File: src/rtl/finger_input_conditioner.sv
// finger_input_conditioner: sync, debounce and gesture qualification
// for four finger pins. Optional macro: AUTO_REPEAT_EN.
module finger_input_conditioner #(
    parameter int DEBOUNCE_CYCLES = 500_000,
    parameter int HOLD_CYCLES     = 5_000_000,
    parameter int REPEAT_CYCLES   = 25_000_000
) (
    input  logic       clock,
    input  logic       reset,
    input  logic [3:0] entrada_dedos,
    output logic [3:0] dedos_estables,
    output logic [3:0] gesto,
    output logic       gesto_valido,
    output logic       ocupado
);

    localparam int DW = $clog2(DEBOUNCE_CYCLES);
    localparam int HW = $clog2(HOLD_CYCLES);
    localparam logic [DW-1:0] DB_MAX = DW'(DEBOUNCE_CYCLES - 1);
    localparam logic [HW-1:0] HOLD_MAX = HW'(HOLD_CYCLES - 1);

`ifdef AUTO_REPEAT_EN
    localparam int RW = $clog2(REPEAT_CYCLES);
    localparam logic [RW-1:0] RPT_MAX = RW'(REPEAT_CYCLES - 1);
    logic [RW-1:0] rpt_cnt;
`endif

    typedef enum logic [1:0] {
        IDLE,
        ARMED,
        LATCHED
    } state_t;

    state_t        state;
    logic [3:0]    sync_q1;
    logic [3:0]    sync_q2;
    logic [DW-1:0] db_cnt [4];
    logic [3:0]    cap;
    logic [HW-1:0] hold_cnt;

    // Two-flop synchroniser on the raw pins
    always_ff @(posedge clock) begin
        if (reset) begin
            sync_q1 <= '0;
            sync_q2 <= '0;
        end else begin
            sync_q1 <= entrada_dedos;
            sync_q2 <= sync_q1;
        end
    end

    // Per-bit debounce: flip only after DEBOUNCE_CYCLES of disagreement
    always_ff @(posedge clock) begin
        if (reset) begin
            dedos_estables <= '0;
            for (int i = 0; i < 4; i++) begin
                db_cnt[i] <= '0;
            end
        end else begin
            for (int i = 0; i < 4; i++) begin
                if (sync_q2[i] != dedos_estables[i]) begin
                    if (db_cnt[i] == DB_MAX) begin
                        dedos_estables[i] <= sync_q2[i];
                        db_cnt[i]         <= '0;
                    end else begin
                        db_cnt[i] <= db_cnt[i] + 1'b1;
                    end
                end else begin
                    db_cnt[i] <= '0;
                end
            end
        end
    end

    // Gesture FSM: arm on a non-zero pattern, commit after the hold time
    always_ff @(posedge clock) begin
        if (reset) begin
            state        <= IDLE;
            cap          <= '0;
            hold_cnt     <= '0;
            gesto        <= '0;
            gesto_valido <= 1'b0;
            ocupado      <= 1'b0;
`ifdef AUTO_REPEAT_EN
            rpt_cnt      <= '0;
`endif
        end else begin
            gesto_valido <= 1'b0;
            unique case (state)
                IDLE: begin
                    if (dedos_estables != 4'b0) begin
                        state    <= ARMED;
                        cap      <= dedos_estables;
                        hold_cnt <= '0;
                        ocupado  <= 1'b1;
                    end
                end
                ARMED: begin
                    if (dedos_estables == 4'b0) begin
                        state   <= IDLE;
                        ocupado <= 1'b0;
                    end else if (dedos_estables != cap) begin
                        cap      <= dedos_estables;
                        hold_cnt <= '0;
                    end else if (hold_cnt == HOLD_MAX) begin
                        gesto        <= cap;
                        gesto_valido <= 1'b1;
                        state        <= LATCHED;
`ifdef AUTO_REPEAT_EN
                        rpt_cnt      <= '0;
`endif
                    end else begin
                        hold_cnt <= hold_cnt + 1'b1;
                    end
                end
                LATCHED: begin
`ifdef AUTO_REPEAT_EN
                    if (dedos_estables == 4'b0) begin
                        state   <= IDLE;
                        ocupado <= 1'b0;
                    end else if (dedos_estables != cap) begin
                        state    <= ARMED;
                        cap      <= dedos_estables;
                        hold_cnt <= '0;
                    end else if (rpt_cnt == RPT_MAX) begin
                        gesto_valido <= 1'b1;
                        rpt_cnt      <= '0;
                    end else begin
                        rpt_cnt <= rpt_cnt + 1'b1;
                    end
`else
                    if (dedos_estables == 4'b0) begin
                        state   <= IDLE;
                        ocupado <= 1'b0;
                    end
`endif
                end
                default: begin
                    state   <= IDLE;
                    ocupado <= 1'b0;
                end
            endcase
        end
    end

endmodule

File: config.mk
export PLATFORM = sky130hd
export DESIGN_NAME = finger_input_conditioner
export DESIGN_NICKNAME = d
export VERILOG_FILES = /design/src/rtl/finger_input_conditioner.sv
export SDC_FILE = /design/constraint.sdc
export NUM_CORES = 1
export LEC_CHECK = 0
export ABC_AREA = 1
export CELL_PAD_IN_SITES_DETAIL_PLACEMENT = 1
export CELL_PAD_IN_SITES_GLOBAL_PLACEMENT = 1
export CORE_MARGIN = 2
export CORE_UTILIZATION = 35
export CTS_CLUSTER_DIAMETER = 40
export DETAILED_ROUTE_END_ITERATION = 8
export HOLD_SLACK_MARGIN = 0.06
export PLACE_DENSITY_LB_ADDON = 0.1
export SYNTH_ARGS = -nofsm -noshare
export SYNTH_HDL_FRONTEND = slang
export SYNTH_SLANG_ARGS = --single-unit
File: constraint.sdc
create_clock -name clock -period 2.37 [get_ports clock]
set_input_delay 0.474 -clock clock [delete_from_list [all_inputs] [get_ports clock]]
set_output_delay 0.474 -clock clock [all_outputs]
set_load 0.1 [all_outputs]
==> reports/results.txt, run 1 <==
Post-CTS Hold Fix Bufs = 0
DP HPWL = 12.4 mm
CTS buffer count = 17
P_sw = 1100 uW
Crit. Startpoint = db_cnt[0][0]$_SDFFCE_PP0P_
Slowest stage cell, crit path = nor3_1
First DRT Iteration DRCs = 218
Tot Pwr = 5060 uW
Post-synthesis sequential area ratio = 0.469
Die ar. = 0.0208 mm^2
Pwr dens = 617 mW/mm^2
Worst slack at placement = 0.231 ns
Max stage delay on crit path = 0.38 ns
Fillers = 2414
Count of flip-flops with a built-in enable after synthesis = 76
Status = complete, no violations
Largest net degree at the start of global routing = 24
DRT Pass-1 Iters = 4
Clk sinks = 123
Initial Util = 0.355
FF-to-FF path depth = 10
Critical path arrival = 2.34 ns
CTS tree = built
Mapped Avg Cell Area = 7.76 um^2
Via density = 4.67
Tightest Pin Transition = 0.555 ns
Switching Share = 0.217
Crit path launch type = flop
Clk pwr share = 0.493
Routability cong. = 0.831
Vias in the first global route = 6020
Post-synthesis cell area = 0.00687 mm^2
Die W = 144 um
Hold Vio Cnt, Final = 0
Cell taking the most area after synthesis = edfxtp_1
Post-synth top flop = edfxtp_1
Global Route Usage Sum = 0.171
Final Skew = 0.00785 ns
Asr flop ratio synth = 0
Reg2Reg Launch Point = db_cnt[0][0]$_SDFFCE_PP0P_
Synth Instances = 886
Sequential Power Share = 0.473
Final ANT Viol Nets = 0
Post-CTS Setup Inserts = 0
CP endpoint kind = flop
Ant. Diodes = 0
Synth top area cells = edfxtp_1, dfxtp_1, nand2_1, nor2_1, inv_1
Pleak = 0.00326 uW
Port buffer count = 15
Internal power = 3960 uW
IO Pins = 16
Nets@finish = 1009
Hold Path Cell Cnt = 2
Initial antenna violation count = 0
Fin util = 0.424
Routed len/inst = 12.9 um
Post-synth cell types = 36
First-pass GRT wire length = 28.3 mm
Clock-pin slew on the worst setup and hold paths = 0.06 ns
Slew Viols, Final = 0
CP Class = reg -> reg
RSZ-0062 raised after global routing = no
H-tree depth = 4
Most instantiated cells after synthesis = nand2_1, nor2_1, inv_1
Fmax = 463 MHz
Clock tree buffer depth = 2
Crit-path cells = ha_1 -> nand2_1 -> nor2_1 -> nand4_1 -> nor3_1 -> nand2_1 -> nor2_1 -> nand3_1 -> nand2_1 -> nor2_1
Count leader, synth = nand2_1
Max Cap Viol = 0
Slew margin rel. = 0.628
Number of core rows = 51
Min-Delay Path Class = reg -> reg
Final Cycle Share = 0.911
Post-synth top area share = 0.332
Worst skew pair latency = 0.42 ns
Root Driver = clkbuf_16
Final wirelength = 16.4 mm
CP max FO = 3
Reg2reg setup slack = 0.21 ns
Setup TNS = 0 ns
Synth warn = 0
Data required, critical path = 2.55 ns
Final setup margin = 0.211 ns
Core area = 0.0193 mm^2
Yosys reg bits = 123
Via count = 5940
Worst Hold Launch = sync_q1[3]$_SDFF_PP0_
Area Growth Syn to Fin = 19.3%
IR drop worst, VDD = 0.000481 V
Layout cell share with drive strength beyond 1 = 0.0804
Crit path time final = 2.16 ns
Die Y = 144 um
Total gr overflow = 0
Final setup vio count = 0
DR DRC count = 0
Combinational share of power = 0.034
Hold slack = 0.411 ns
[power by group through the flow]
stage / logic [uW] / clock network, uW / registers (uW)
after floorplan: 125 / 0 / 2420
after global placement: 167 / 0 / 2440
after detailed placement: 169 / 0 / 2440
after CTS: 170 / 2570 / 2390
after global routing: 203 / 2660 / 2400
final: 170 / 2500 / 2390
[worst max-delay path, delay by kind of cell (launching register included)]
family                   cells  cell delay, ns
adder cells (fa/ha/maj)      1            0.20
flip-flops                   1            0.37
AND/OR/NAND/NOR              9            1.35
[cell type report]
| cell class | count | area [um^2] | share of cell area |
|---|---|---|---|
| Multi-Input combinational cell | 696 | 3380 | 0.412 |
| Sequential cell | 123 | 3220 | 0.393 |
| Inverter | 126 | 473 | 0.0577 |
| Clock buffer | 24 | 462 | 0.0563 |
| Tap cell | 265 | 332 | 0.0404 |
| Timing Repair Buffer | 31 | 240 | 0.0293 |
| Clock inverter | 8 | 93.8 | 0.0114 |
[metal layers]
metal / GRT usage / vias up / share of wire
li1: - / 3069 / -
met1: 0.232 / 2812 / 0.51
met2: 0.275 / 43 / 0.46
met3: 0.0308 / 16 / 0.023
met4: 0.0598 / 0 / 0.015
met5: 0 / - / 0
[cells by family (layout without fill, tap and decap cells)]
| kind of cell | after synthesis | after routing | synth area share |
|---|---|---|---|
| buffers and inverters | 142 | 189 | 0.0812 |
| adders and majority gates | 8 | 8 | 0.0146 |
| xor gates and xnor gates | 37 | 37 | 0.0472 |
| other | 1 | 76 | 0.000546 |
| AOI/OAI and AO/OA | 87 | 87 | 0.0714 |
| and+or+nand+nor | 488 | 488 | 0.316 |
| DFF | 123 | 123 | 0.469 |
[registers in the layout (all words and copies together) (netlist names)]
register        flops
cap                 4
db_cnt             76
dedos_estables      4
gesto               4
gesto_valido        1
hold_cnt           23
ocupado             1
state               2
sync_q1             4
sync_q2             4
[worst paths after layout]
kind                                                     to
worst max-delay path            db_cnt[0][14]$_SDFFCE_PP0P_
worst min-delay path                  sync_q2[3]$_SDFF_PP0_
worst max register to register  db_cnt[0][14]$_SDFFCE_PP0P_
worst min register to register        sync_q2[3]$_SDFF_PP0_
[through the flow]
step	cell area, um^2	std cells
finish	8200	1273
global route	8200	1273
CTS	8200	1273
detailed placement	7640	1241
global placement	7640	1241
floorplan	7150	961
[what timing repair did]
action	4_1_cts	5_1_grt
gates resized for setup	0	1
setup endpoints to repair	0	1
endpoints found under the hold margin	0	0
[cell usage in the layout (no fill, tap or decap), drive strengths merged, types with 2 or more instances in the layout]
cell / n
a211oi: 2
a21oi: 55
buf: 27
bufinv: 2
clkbuf: 24
clkdlybuf4s50: 4
clkinv: 6
conb: 76
dfxtp: 47
edfxtp: 76
ha: 8
inv: 126
nand2: 180
nand3: 61
nand4: 33
nor2: 143
nor3: 48
nor3b: 12
nor4: 5
o21ai: 25
o21bai: 2
or2: 4
xnor2: 7
xor2: 30
No activity file was read; power rests on OpenSTA's default activity.
==> run 2, diff against run 1 <==
Settings changed: CTS_CLUSTER_SIZE set to 8.
Clock period 2.37 ns to 2.2 ns, I/O delays scaled along.
==> reports/results.txt, run 2 (synthesis results as in run 1) <==
Die ar. = 0.0208 mm^2
DP HPWL = 12.5 mm
Routed len/inst = 13.0 um
Worst slack at placement = 0.154 ns
Slew Viols, Final = 0
DRT Pass-1 Iters = 5
Placed inst area = 0.00770 mm^2
Final wirelength = 16.6 mm
Met3 WL = 364 um
Via count = 5958
Highest metal used = met4
CTS tree = built
Port buffer count = 15
Initial antenna violation count = 0
Global Route Usage Sum = 0.172
Clk sinks = 123
Crit. Startpoint = db_cnt[2][1]$_SDFFCE_PP0P_
Metal2 WL = 7.91 mm
CP endpoint kind = flop
Registers with the most flip-flops = db_cnt x76, hold_cnt x23
Max Cap Viol = 0
Crit path launch type = flop
Most frequent cells in the layout = nand2_1, nor2_1, inv_1
CP Class = reg -> reg
Crit path time final = 1.95 ns
Root Driver = clkbuf_16
DR DRC count = 0
Die W = 144 um
Total gr overflow = 0
Fmax = 513 MHz
Largest net degree at the start of global routing = 24
First-pass GRT wire length = 28.2 mm
IO Pins = 16
CTS buffer count = 17
Top reg by flops = db_cnt
Post-route cell area = 0.00828 mm^2
Initial Util = 0.355
Die Y = 144 um
Tot Pwr = 5480 uW
RSZ-0062 raised after global routing = no
Final setup margin = 0.249 ns
Routability cong. = 0.801
Final Cycle Share = 0.887
Data required, critical path = 2.35 ns
Vias in the first global route = 5943
Worst Hold Launch = sync_q1[0]$_SDFF_PP0_
Core area = 0.0193 mm^2
Pwr dens = 662 mW/mm^2
Commonest non-fill, non-tap cell in the layout = nand2_1
Slew margin rel. = 0.639
Layout cell share with drive strength beyond 1 = 0.0936
Area Growth Syn to Fin = 20.4%
Via density = 4.65
Pleak = 0.00329 uW
IR drop worst, VDD = 0.000535 V
Tightest Pin Transition = 0.538 ns
Final ANT Viol Nets = 0
Final Skew = 0.0118 ns
Critical path arrival = 2.10 ns
Setup TNS = 0 ns
Hold Vio Cnt, Final = 0
Clock-pin slew on the worst setup and hold paths = 0.06 ns
Max reg flops = 76
Fillers = 2410
Number of core rows = 51
Min-Delay Path Class = reg -> reg
Final setup vio count = 0
Ant. Diodes = 0
Worst skew pair latency = 0.43 ns
Post-CTS Hold Fix Bufs = 0
Clock tree buffer depth = 2
H-tree depth = 4
Status = complete, no violations
Reg2Reg Launch Point = db_cnt[2][1]$_SDFFCE_PP0P_
First DRT Iteration DRCs = 230
Nets@finish = 1016
Hold slack = 0.403 ns
Met1 wire length = 8.22 mm
CP max FO = 7
-- run 2: cell count changes in the layout (fill, tap and decap cells not counted) --
cell,before,now
clkinv_2,5,4
clkinv_4,1,0
buf_4,26,33
clkbuf_8,1,0
inv_6,0,1
dfxtp_1,47,45
nor3_1,46,45
clkinvlp_4,0,4
clkbuf_1,6,2
nor2_2,2,4
nor3_4,0,1
nor2_1,139,137
dfxtp_2,0,2
clkinv_1,0,2
-- run 2: cell type report --
type / instances / area (um^2) / share of cell area
Inverter: 126 / 473 / 0.0571
Timing Repair Buffer: 38 / 293 / 0.0354
Clock inverter: 13 / 126 / 0.0153
Multi-Input combinational cell: 696 / 3390 / 0.410
Clock buffer: 19 / 433 / 0.0523
Tap cell: 265 / 332 / 0.0401
Sequential cell: 123 / 3230 / 0.390
-- run 2: path summary, 6_finish.rpt --
check	end	slack [ns]	cells past startpoint
worst min-delay path	sync_q2[0]$_SDFF_PP0_	0.40	2
worst max register to register	db_cnt[2][11]$_SDFFCE_PP0P_	0.25	9
worst min register to register	sync_q2[0]$_SDFF_PP0_	0.40	2
worst max-delay path	db_cnt[2][11]$_SDFFCE_PP0P_	0.25	9
-- run 2: report_power, final --
| group | internal [uW] | switching, uW |
|---|---|---|
| sequential | 2510 | 62.0 |
| combinational | 62.2 | 125 |
| clock | 1650 | 1060 |
| total | 4230 | 1250 |
-- run 2: per-layer routing --
metal,track usage,vias up
li1,-,3076
met1,0.227,2830
met2,0.285,40
met3,0.0391,12
met4,0.0491,0
met5,0,-
-- run 2: critical path, cell delays in order (launching register included) --
cell,delay (ns)
edfxtp_1,0.38
ha_1,0.18
nand2_1,0.10
nor2_4,0.16
inv_1,0.08
nor3_1,0.20
nand3_1,0.16
nand3_1,0.18
buf_4,0.19
nor3_1,0.05
-- run 2: through the flow --
step | std cells | util
4_1_cts | 1280 | 0.427
3_3_place_gp | 1248 | 0.398
3_5_place_dp | 1248 | 0.398
2_1_floorplan | 961 | -
5_1_grt | 1280 | 0.428
6_report | 1280 | 0.428
-- run 2: repair_timing --
| item | 4_1_cts | 5_1_grt |
|---|---|---|
| setup endpoints to repair | 0 | 3 |
| setup buffers | 0 | 0 |
| gates resized for setup | 0 | 5 |
